**src/rtl/digit_serial_adder_pkg.sv**
```systemverilog
// -----------------------------------------------------------------------------
// digit_serial_adder_pkg
//
// Shared definitions for the digit-serial adder:
//   state_t    - controller states (IDLE, RUN, DONE)
//   SLICE_W    - width of one adder slice (one nibble per clock)
//   num_slices - number of slices needed to cover a given operand width
// -----------------------------------------------------------------------------
package digit_serial_adder_pkg;

    localparam int SLICE_W = 4;

    typedef enum logic [1:0] {
        IDLE = 2'd0,
        RUN  = 2'd1,
        DONE = 2'd2
    } state_t;

    function automatic int num_slices(input int width);
        return width / SLICE_W;
    endfunction

endpackage

```
**src/rtl/ripple_carry_adder.sv**
```systemverilog
// -----------------------------------------------------------------------------
// ripple_carry_adder
//
// 4-bit ripple carry adder built from a chain of full adders.
//
// Ports:
//   A, B  in  4  addends
//   Cin   in  1  carry in
//   Sum   out 4  A + B + Cin (low 4 bits)
//   Cout  out 1  carry out of bit 3
// -----------------------------------------------------------------------------
module ripple_carry_adder (
    input  logic [3:0] A,
    input  logic [3:0] B,
    input  logic       Cin,
    output logic [3:0] Sum,
    output logic       Cout
);

    logic [4:0] c;

    assign c[0] = Cin;

    for (genvar i = 0; i < 4; i++) begin : g_fa
        assign Sum[i]  = A[i] ^ B[i] ^ c[i];
        assign c[i+1]  = (A[i] & B[i]) | (A[i] & c[i]) | (B[i] & c[i]);
    end

    assign Cout = c[4];

endmodule

```
**src/rtl/digit_serial_adder.sv**
```systemverilog
// -----------------------------------------------------------------------------
// digit_serial_adder
//
// Adds two WIDTH-bit operands one nibble per clock through a single 4-bit
// ripple_carry_adder slice. The carry between nibbles lives in a register,
// so the combinational path is one 4-bit ripple plus the nibble select.
// An operation takes WIDTH/4 RUN cycles; the result is then held in DONE
// until the consumer takes it.
//
// Optional feature macro: DSA_OVF_EN adds the signed-overflow output ovf.
//
// Ports:
//   clk       in   1      rising-edge clock
//   rst_n     in   1      asynchronous active-low reset
//   in_valid  in   1      operands present
//   in_ready  out  1      block can accept operands (IDLE only)
//   a, b      in   WIDTH  operands
//   cin       in   1      carry into the least-significant nibble
//   out_valid out  1      result present (DONE)
//   out_ready in   1      consumer takes result
//   sum       out  WIDTH  a + b + cin modulo 2^WIDTH
//   cout      out  1      carry out of the most-significant nibble
//   busy      out  1      high in RUN or DONE
//   ovf       out  1      signed overflow (only with DSA_OVF_EN)
// -----------------------------------------------------------------------------
module digit_serial_adder
    import digit_serial_adder_pkg::*;
#(
    parameter int WIDTH = 16
) (
    input  logic             clk,
    input  logic             rst_n,
    input  logic             in_valid,
    output logic             in_ready,
    input  logic [WIDTH-1:0] a,
    input  logic [WIDTH-1:0] b,
    input  logic             cin,
    output logic             out_valid,
    input  logic             out_ready,
    output logic [WIDTH-1:0] sum,
    output logic             cout,
    output logic             busy
`ifdef DSA_OVF_EN
    ,
    output logic             ovf
`endif
);

    localparam int N     = num_slices(WIDTH);
    localparam int IDX_W = (N > 1) ? $clog2(N) : 1;
    localparam logic [IDX_W-1:0] LAST_IDX = IDX_W'(N - 1);

    if ((WIDTH % SLICE_W) != 0 || WIDTH < 8) begin : g_bad_width
        $error("digit_serial_adder: WIDTH must be a multiple of 4 and >= 8");
    end

    state_t               state_q, state_d;
    logic [WIDTH-1:0]     a_q, b_q, sum_q;
    logic [IDX_W-1:0]     idx_q;
    logic                 carry_q;
    logic                 cout_q;
    logic                 last_slice;

    logic [SLICE_W-1:0]   a_nib, b_nib, slice_sum;
    logic                 slice_cout;

    // Nibble select for the current slice
    assign a_nib = a_q[int'(idx_q)*SLICE_W +: SLICE_W];
    assign b_nib = b_q[int'(idx_q)*SLICE_W +: SLICE_W];

    ripple_carry_adder u_slice (
        .A    (a_nib),
        .B    (b_nib),
        .Cin  (carry_q),
        .Sum  (slice_sum),
        .Cout (slice_cout)
    );

    assign last_slice = (idx_q == LAST_IDX);

    // State register
    always_ff @(posedge clk or negedge rst_n) begin
        if (!rst_n) begin
            state_q <= IDLE;
        end else begin
            state_q <= state_d;
        end
    end

    // Next-state and handshake outputs
    always_comb begin
        state_d   = state_q;
        in_ready  = 1'b0;
        out_valid = 1'b0;
        busy      = 1'b0;
        case (state_q)
            IDLE: begin
                in_ready = 1'b1;
                if (in_valid) begin
                    state_d = RUN;
                end
            end
            RUN: begin
                busy = 1'b1;
                if (last_slice) begin
                    state_d = DONE;
                end
            end
            DONE: begin
                busy      = 1'b1;
                out_valid = 1'b1;
                if (out_ready) begin
                    state_d = IDLE;
                end
            end
            default: begin
                state_d = IDLE;
            end
        endcase
    end

    // Operand capture, per-slice result write-back and carry chaining
    always_ff @(posedge clk or negedge rst_n) begin
        if (!rst_n) begin
            a_q     <= '0;
            b_q     <= '0;
            sum_q   <= '0;
            idx_q   <= '0;
            carry_q <= 1'b0;
            cout_q  <= 1'b0;
        end else begin
            case (state_q)
                IDLE: begin
                    if (in_valid) begin
                        a_q     <= a;
                        b_q     <= b;
                        carry_q <= cin;
                        idx_q   <= '0;
                    end
                end
                RUN: begin
                    sum_q[int'(idx_q)*SLICE_W +: SLICE_W] <= slice_sum;
                    carry_q <= slice_cout;
                    idx_q   <= idx_q + IDX_W'(1);
                    if (last_slice) begin
                        cout_q <= slice_cout;
                    end
                end
                default: ;
            endcase
        end
    end

    assign sum  = sum_q;
    assign cout = cout_q;

`ifdef DSA_OVF_EN
    logic ovf_q;
    logic msb_carry_in;

    // Carry into the MSB recovered from the top slice bit: c3 = a3 ^ b3 ^ s3
    assign msb_carry_in = a_nib[SLICE_W-1] ^ b_nib[SLICE_W-1] ^ slice_sum[SLICE_W-1];

    always_ff @(posedge clk or negedge rst_n) begin
        if (!rst_n) begin
            ovf_q <= 1'b0;
        end else if (state_q == RUN && last_slice) begin
            ovf_q <= msb_carry_in ^ slice_cout;
        end
    end

    assign ovf = ovf_q;
`endif

endmodule
```
**config.mk**
```make
export PLATFORM = sky130hd
export DESIGN_NAME = digit_serial_adder
export DESIGN_NICKNAME = d
export VERILOG_FILES = /design/src/rtl/digit_serial_adder_pkg.sv /design/src/rtl/ripple_carry_adder.sv /design/src/rtl/digit_serial_adder.sv
export SDC_FILE = /design/constraint.sdc
export NUM_CORES = 1
export LEC_CHECK = 0
export CAP_MARGIN = 15
export CORE_ASPECT_RATIO = 2
export CORE_MARGIN = 8
export CORE_UTILIZATION = 51
export CTS_CLUSTER_SIZE = 14
export DETAILED_ROUTE_END_ITERATION = 7
export PLACE_DENSITY = 0.8
export SLEW_MARGIN = 20
export SYNTH_ARGS = -nofsm -noshare
export SYNTH_HDL_FRONTEND = slang
export SYNTH_SLANG_ARGS = --single-unit
export TNS_END_PERCENT = 1
```
**constraint.sdc**
```tcl
create_clock -name clk -period 3.45 [get_ports clk]
set_input_delay 0.69 -clock clk [delete_from_list [all_inputs] [get_ports clk]]
set_output_delay 0.69 -clock clk [all_outputs]
set_load 0.005 [all_outputs]
```
# Yosys cells after proc, flatten, opt, wreduce, memory -nomap -nowiden
# Cells that the tools add are included.
[word_totals]
wordCells = 66
out_inout_bits = 20
reg_bits = 54
input_bits = 37
[op_classes]
n_bitwise = 28
n_eq_ne = 6
reduce_logical = 7
n_shift = 4
n_mux = 12
addsub = 2
[ops]
columns = ["cell", "count"]
rows = [
  ["4-bit negator with 33-bit output", 1],
  ["4-bit by 33-bit variable shift with 16-bit output (first input constant)", 1],
  ["4-bit by 33-bit indexed part select with 16-bit output", 1],
  ["16-bit by 5-bit indexed part select with 4-bit output", 2],
  ["16-bit bitwise mux", 1],
  ["1-bit AND", 12],
  ["2-bit two-way mux", 4],
  ["1-bit OR", 8],
  ["1-bit bitwise XOR", 8],
  ["2-bit inequality test (second input constant)", 3],
  ["2-bit one-hot mux with 3 select lines", 1],
  ["2-bit AND reduction", 3],
  ["2-bit equality test (second input constant)", 2],
  ["1-bit two-way mux", 4],
  ["2-bit one-hot mux with 2 select lines", 1],
  ["3-bit AND reduction", 1],
  ["2-bit by 1-bit adder with 2-bit output (second input constant)", 1],
  ["2-bit by 1-bit equality test with 1-bit output (second input constant)", 1],
  ["2-bit logical NOT", 1],
  ["1-bit one-hot mux with 2 select lines", 1],
  ["2-bit nonzero test", 1],
  ["2-bit OR reduction", 1],
]

# Depth between registers and ports, before layout
[depth]
word_depth = 14
depth_mapped = 11
depth_no_buf = 9

# Hierarchy
# From an unflattened synthesis, not the netlist that was laid out.
[hier_totals]
cells_unflattened = 174
hier_area_um2 = 2519.9
[by_module_without_submodules]
columns = ["mod", "cells_each", "seq_area_each_um2", "area_per_inst_um2", "instances"]
rows = [
  ["digit_serial_adder", 160, 1351.3, 2402.3, 1],
  ["ripple_carry_adder", 14, 0.0, 117.6, 1],
]

# Worst setup path after synthesis
# OpenSTA, ideal clock, no wires.
[synth_timing]
kind = "register to register"
start = "reg idx_q[0]"
end = "reg sum_q[11] (netlist: sum[11])"
stages_incl_launch_ff = 11
setup_ns = 0.121
t_arrival_ns = 2.635
n_path_buf = 2
synth_period_minus_slack_ns = 2.756
required_time_ns = 3.329
path_slack_ns = 0.694
path_cell_list = "dfrtp_1 -> buf_6 -> buf_6 -> mux4_2 -> fa_1 -> inv_1 -> fa_1 -> fa_1 -> inv_1 -> fa_1 -> a22o_1"
[synth_via]
elab_chain_len = 13
elab_cells_between_ends = 29
cone_classes = "1 x add/sub; 4 x shift; 1 x mux; 23 x bitwise"
[synth_rtl]
columns = ["item", "line_no", "source"]
rows = [
  ["start: declaration", "digit_serial_adder.sv:59", "logic [IDX_W-1:0] idx_q;"],
  ["start signal: assignment", "digit_serial_adder.sv:144", "idx_q <= idx_q + IDX_W'(1);"],
  ["16-bit by 5-bit indexed part select with 4-bit output (on tied branches)", "digit_serial_adder.sv:68, digit_serial_adder.sv:69", ""],
  ["1-bit AND", "ripple_carry_adder.sv:26", "assign c[i+1] = (A[i] & B[i]) | (A[i] & c[i]) | (B[i] & c[i]);"],
  ["1-bit OR (2 in a row)", "ripple_carry_adder.sv:26", ""],
  ["1-bit AND", "ripple_carry_adder.sv:26", ""],
  ["1-bit OR (2 in a row)", "ripple_carry_adder.sv:26", ""],
  ["1-bit AND", "ripple_carry_adder.sv:26", ""],
  ["1-bit OR (2 in a row)", "ripple_carry_adder.sv:26", ""],
  ["1-bit bitwise XOR", "ripple_carry_adder.sv:25", "assign Sum[i] = A[i] ^ B[i] ^ c[i];"],
  ["4-bit by 33-bit indexed part select with 16-bit output", "digit_serial_adder.sv:142", "sum_q[int'(idx_q)*SLICE_W +: SLICE_W] <= slice_sum;"],
  ["16-bit bitwise mux *", "digit_serial_adder.sv:142", ""],
  ["end signal: indexed assignment", "digit_serial_adder.sv:142", ""],
  ["end: declaration", "digit_serial_adder.sv:58", "logic [WIDTH-1:0] a_q, b_q, sum_q;"],
]
# Mark *: on every way between the ends. The rest lies on a longest branch, timed or not.
# A chain may end at the register's enable or synchronous reset.

# Worst setup path after layout
[layout_timing]
start = "reg idx_q[0]"
end = "reg sum_q[3] (netlist: sum[3])"
# The elaborated chain is that of the path after synthesis.

==> results.py <==
metrics = {
    "global_routing": {
        "grt_pass1_wl_um": 9294,
        "antenna_found_initial": 0,
        "grt_start_max_net_pins": 33,
        "gr-total-overflow": 0,
        "track_usage": 0.1517,
        "grt_pass1_vias": 1964,
    },
    "worst_setup_path": {
        "cp_max_fo": 8,
        "critPathMaxStageDelay_ns": 0.57,
        "cp_common_cell": "fa_1",
        "crit_slowest_cell": "mux4_2",
        "required_ns": 3.68,
        "start_kind": "register",
        "timing.rr.end": "sum[3]$_DFFE_PN0P_",
        "r2r_setup_slack_ns": 0.56,
        "arrival_ns": 3.12,
        "endpoint_kind": "register",
        "crit_type": "register to register",
        "r2r-start": "idx_q[0]$_DFFE_PN0P_",
        "reg2regPathDepth": 9,
        "cp_cell_sequence": "mux4_2 > fa_1 > inv_1 > fa_1 > fa_1 > inv_1 > fa_1 > nand2_1 > o21ai_0",
    },
    "floorplanning": {
        "die_h_um": 118.7,
        "die_w_um": 67.33,
        "start_util": 0.5278,
        "core_area_um2": 5092,
        "io_pins": 57,
        "rows": 37,
        "dieArea_um2": 7989,
    },
    "outcome": {
        "status": "completed",
    },
    "cells_and_area": {
        "syn2layout_area_growth_pct": 24.30,
        "drive_above_1_share": 0.2129,
        "fin_nets": 299,
        "diodes": 0,
    },
    "timing": {
        "rsz0062_at_grt": "no",
        "period_share": 0.8373,
        "layout_setup_ws_ns": 0.5612,
        "fin_worst_skew_ns": 0.01296,
        "min_period_ns": 2.889,
        "fmax_mhz": 346.2,
        "finalMaxSlewViolations": 0,
        "fin_setup_tns_ns": 0,
        "finalHoldViolations": 0,
        "setup_violations": 0,
        "worst-slew-pin-transition_ns": 0.9954,
        "relSlewSlack": 0.3341,
    },
    "drt": {
        "routed_via_density": 5.518,
        "drc_errors": 0,
        "finalWirelength_um": 5494,
        "routedWlPerCell_um": 17.90,
        "ant_nets": 0,
        "firstDrtPassIters": 4,
        "vias": 1694,
        "drt_iter0_drc": 74,
    },
    "placed_design": {
        "portBuffers": 56,
        "gp_congestion": 0.8491,
        "dpl_worst_slack_ns": 0.5479,
        "dp_hpwl_um": 4400,
    },
    "worst_hold_path": {
        "hold_class": "input pin to asynchronous set/reset pin",
    },
    "clock_tree": {
        "cts_buffers": 5,
        "tritoncts": "done",
        "cts-root-buf": "clkbuf_8",
        "htreeDepth": 2,
        "hold_buffers": 0,
        "clkSinkCount": 54,
        "cts_setup_buffers": 0,
        "clk_pin_slew_ns": 0.10,
        "worst_skew_pair.late_latency_ns": 0.31,
        "cts.repair.resized": 0,
        "clockBufferDepth": 2,
    },
    "synthesis": {
        "synth_cells": 191,
        "ys_seq_elements": 54,
        "async_flop_share": 1.000,
        "synth_nets": 241,
        "yosys_warnings": 0,
        "syn_avg_cell_area_um2": 14.07,
        "synthDistinctLibCells": 24,
        "yosysSeqAreaShare": 0.5028,
        "synth_enable_flop_cells": 0,
        "syn_area_um2": 2688,
        "ys.flop_type": "dfrtp_1",
    },
    "power": {
        "powerDensity_nw_per_um2": 929.2,
        "p_leak_nw": 1.544,
        "peakVddDrop_mv": 0.6482,
        "p_total_mw": 3.104,
    },
    "job": {
        "max_cap_violations": 0,
    },
}
[cells by family after synthesis]
logic type	Yosys count	synth area share
AO/OA/AOI/OAI	22	0.05260
adder cells (fa/ha/maj)	13	0.07170
buffers and inverters	18	0.04004
flip-flops	54	0.5028
multiplexers	43	0.2551
AND/OR/NAND/NOR	41	0.07775
[critical path: cells and delay by family, from the launching register on]
kind                       cells  cell delay, ns
adders and majority gates      4            1.34
muxes                          1            0.57
DFF                            1            0.56
buffers and inverters          2            0.14
AOI/OAI and AO/OA              1            0.14
and+or+nand+nor                1            0.06
[final cells by class]
class | instances | area (um^2)
well taps | 58 | 72.57
fillers | 401 | 1752
repair buffers | 58 | 570.5
inverters | 11 | 41.29
flip-flops and latches | 54 | 1351
clock buffers | 7 | 76.32
multi-input cells | 119 | 1229
[through the flow]
| stage | std cells | util | hold WS [ns] | instance area [um^2] |
|---|---|---|---|---|
| 2_1_floorplan | 191 | - | 0.3944 | 2688 |
| 3_3_place_gp | 300 | 0.6410 | 0.4619 | 3264 |
| 3_5_place_dp | 300 | 0.6410 | 0.4709 | 3264 |
| 4_1_cts | 307 | 0.6560 | 0.4025 | 3341 |
| 5_1_grt | 307 | 0.6560 | 0.4230 | 3341 |
| 6_report | 307 | 0.6560 | 0.3815 | 3341 |
[where the power goes]
part / leakage (nW) / internal [mW] / switching (mW) / total (mW)
Sequential: 0.673 / 0.921 / 0.221 / 1.14
Clock: 0.0383 / 0.140 / 0.193 / 0.333
Combinational: 0.833 / 0.932 / 0.697 / 1.63
[synthesized netlist by cell type, drive strengths merged, types with 2 or more instances]
| cell | instances | area (um^2) |
|---|---|---|
| nand2b | 3 | 18.77 |
| mux2 | 34 | 495.5 |
| mux4 | 8 | 180.2 |
| ha | 9 | 112.6 |
| and3 | 3 | 18.77 |
| o21ai | 11 | 55.05 |
| nor3b | 2 | 25.02 |
| and3b | 2 | 17.52 |
| inv | 11 | 41.29 |
| a22o | 6 | 52.55 |
| nand2 | 22 | 85.09 |
| a31oi | 3 | 18.77 |
| fa | 4 | 80.08 |
| nand3 | 5 | 25.02 |
| dfrtp | 54 | 1351 |
| buf | 7 | 66.31 |
| nor2 | 3 | 11.26 |
[how the worst max path moves through the flow]
stage / start / to / depth (start not counted)
after floorplan: idx_q[0]$_DFFE_PN0P_ / sum[11]$_DFFE_PN0P_ / 10
after global placement: idx_q[0]$_DFFE_PN0P_ / sum[11]$_DFFE_PN0P_ / 8
after detailed placement: idx_q[0]$_DFFE_PN0P_ / sum[3]$_DFFE_PN0P_ / 9
after CTS: idx_q[0]$_DFFE_PN0P_ / sum[3]$_DFFE_PN0P_ / 9
after global routing: idx_q[0]$_DFFE_PN0P_ / sum[15]$_DFFE_PN0P_ / 9
final: idx_q[0]$_DFFE_PN0P_ / sum[3]$_DFFE_PN0P_ / 9
[placed cells by master, fill, tap and decap left out, types with 3 or more instances in the layout]
cell type	count
dfrtp_1	54
a31oi_1	3
nor2_1	3
mux4_2	8
nand3_1	5
nand2_1	21
mux2_4	30
inv_1	11
clkdlybuf4s50_1	55
a22o_1	6
fa_1	4
ha_1	9
and3_1	3
clkbuf_8	5
mux2_2	4
nand2b_1	3
o21ai_0	11
[sequential cells by signal, indices dropped and copies added, names as in the netlist]
register	flops
b_q	16
sum	16
idx_q	2
cout	1
a_q	16
state_q	2
carry_q	1
[per-layer routing]
layer	global-route usage	part of all wire
met4	0.08300	0.037
met3	0.02081	0.032
met5	0	0
met1	0.1571	0.35
met2	0.2739	0.59
(Power assumes the default switching activity.)
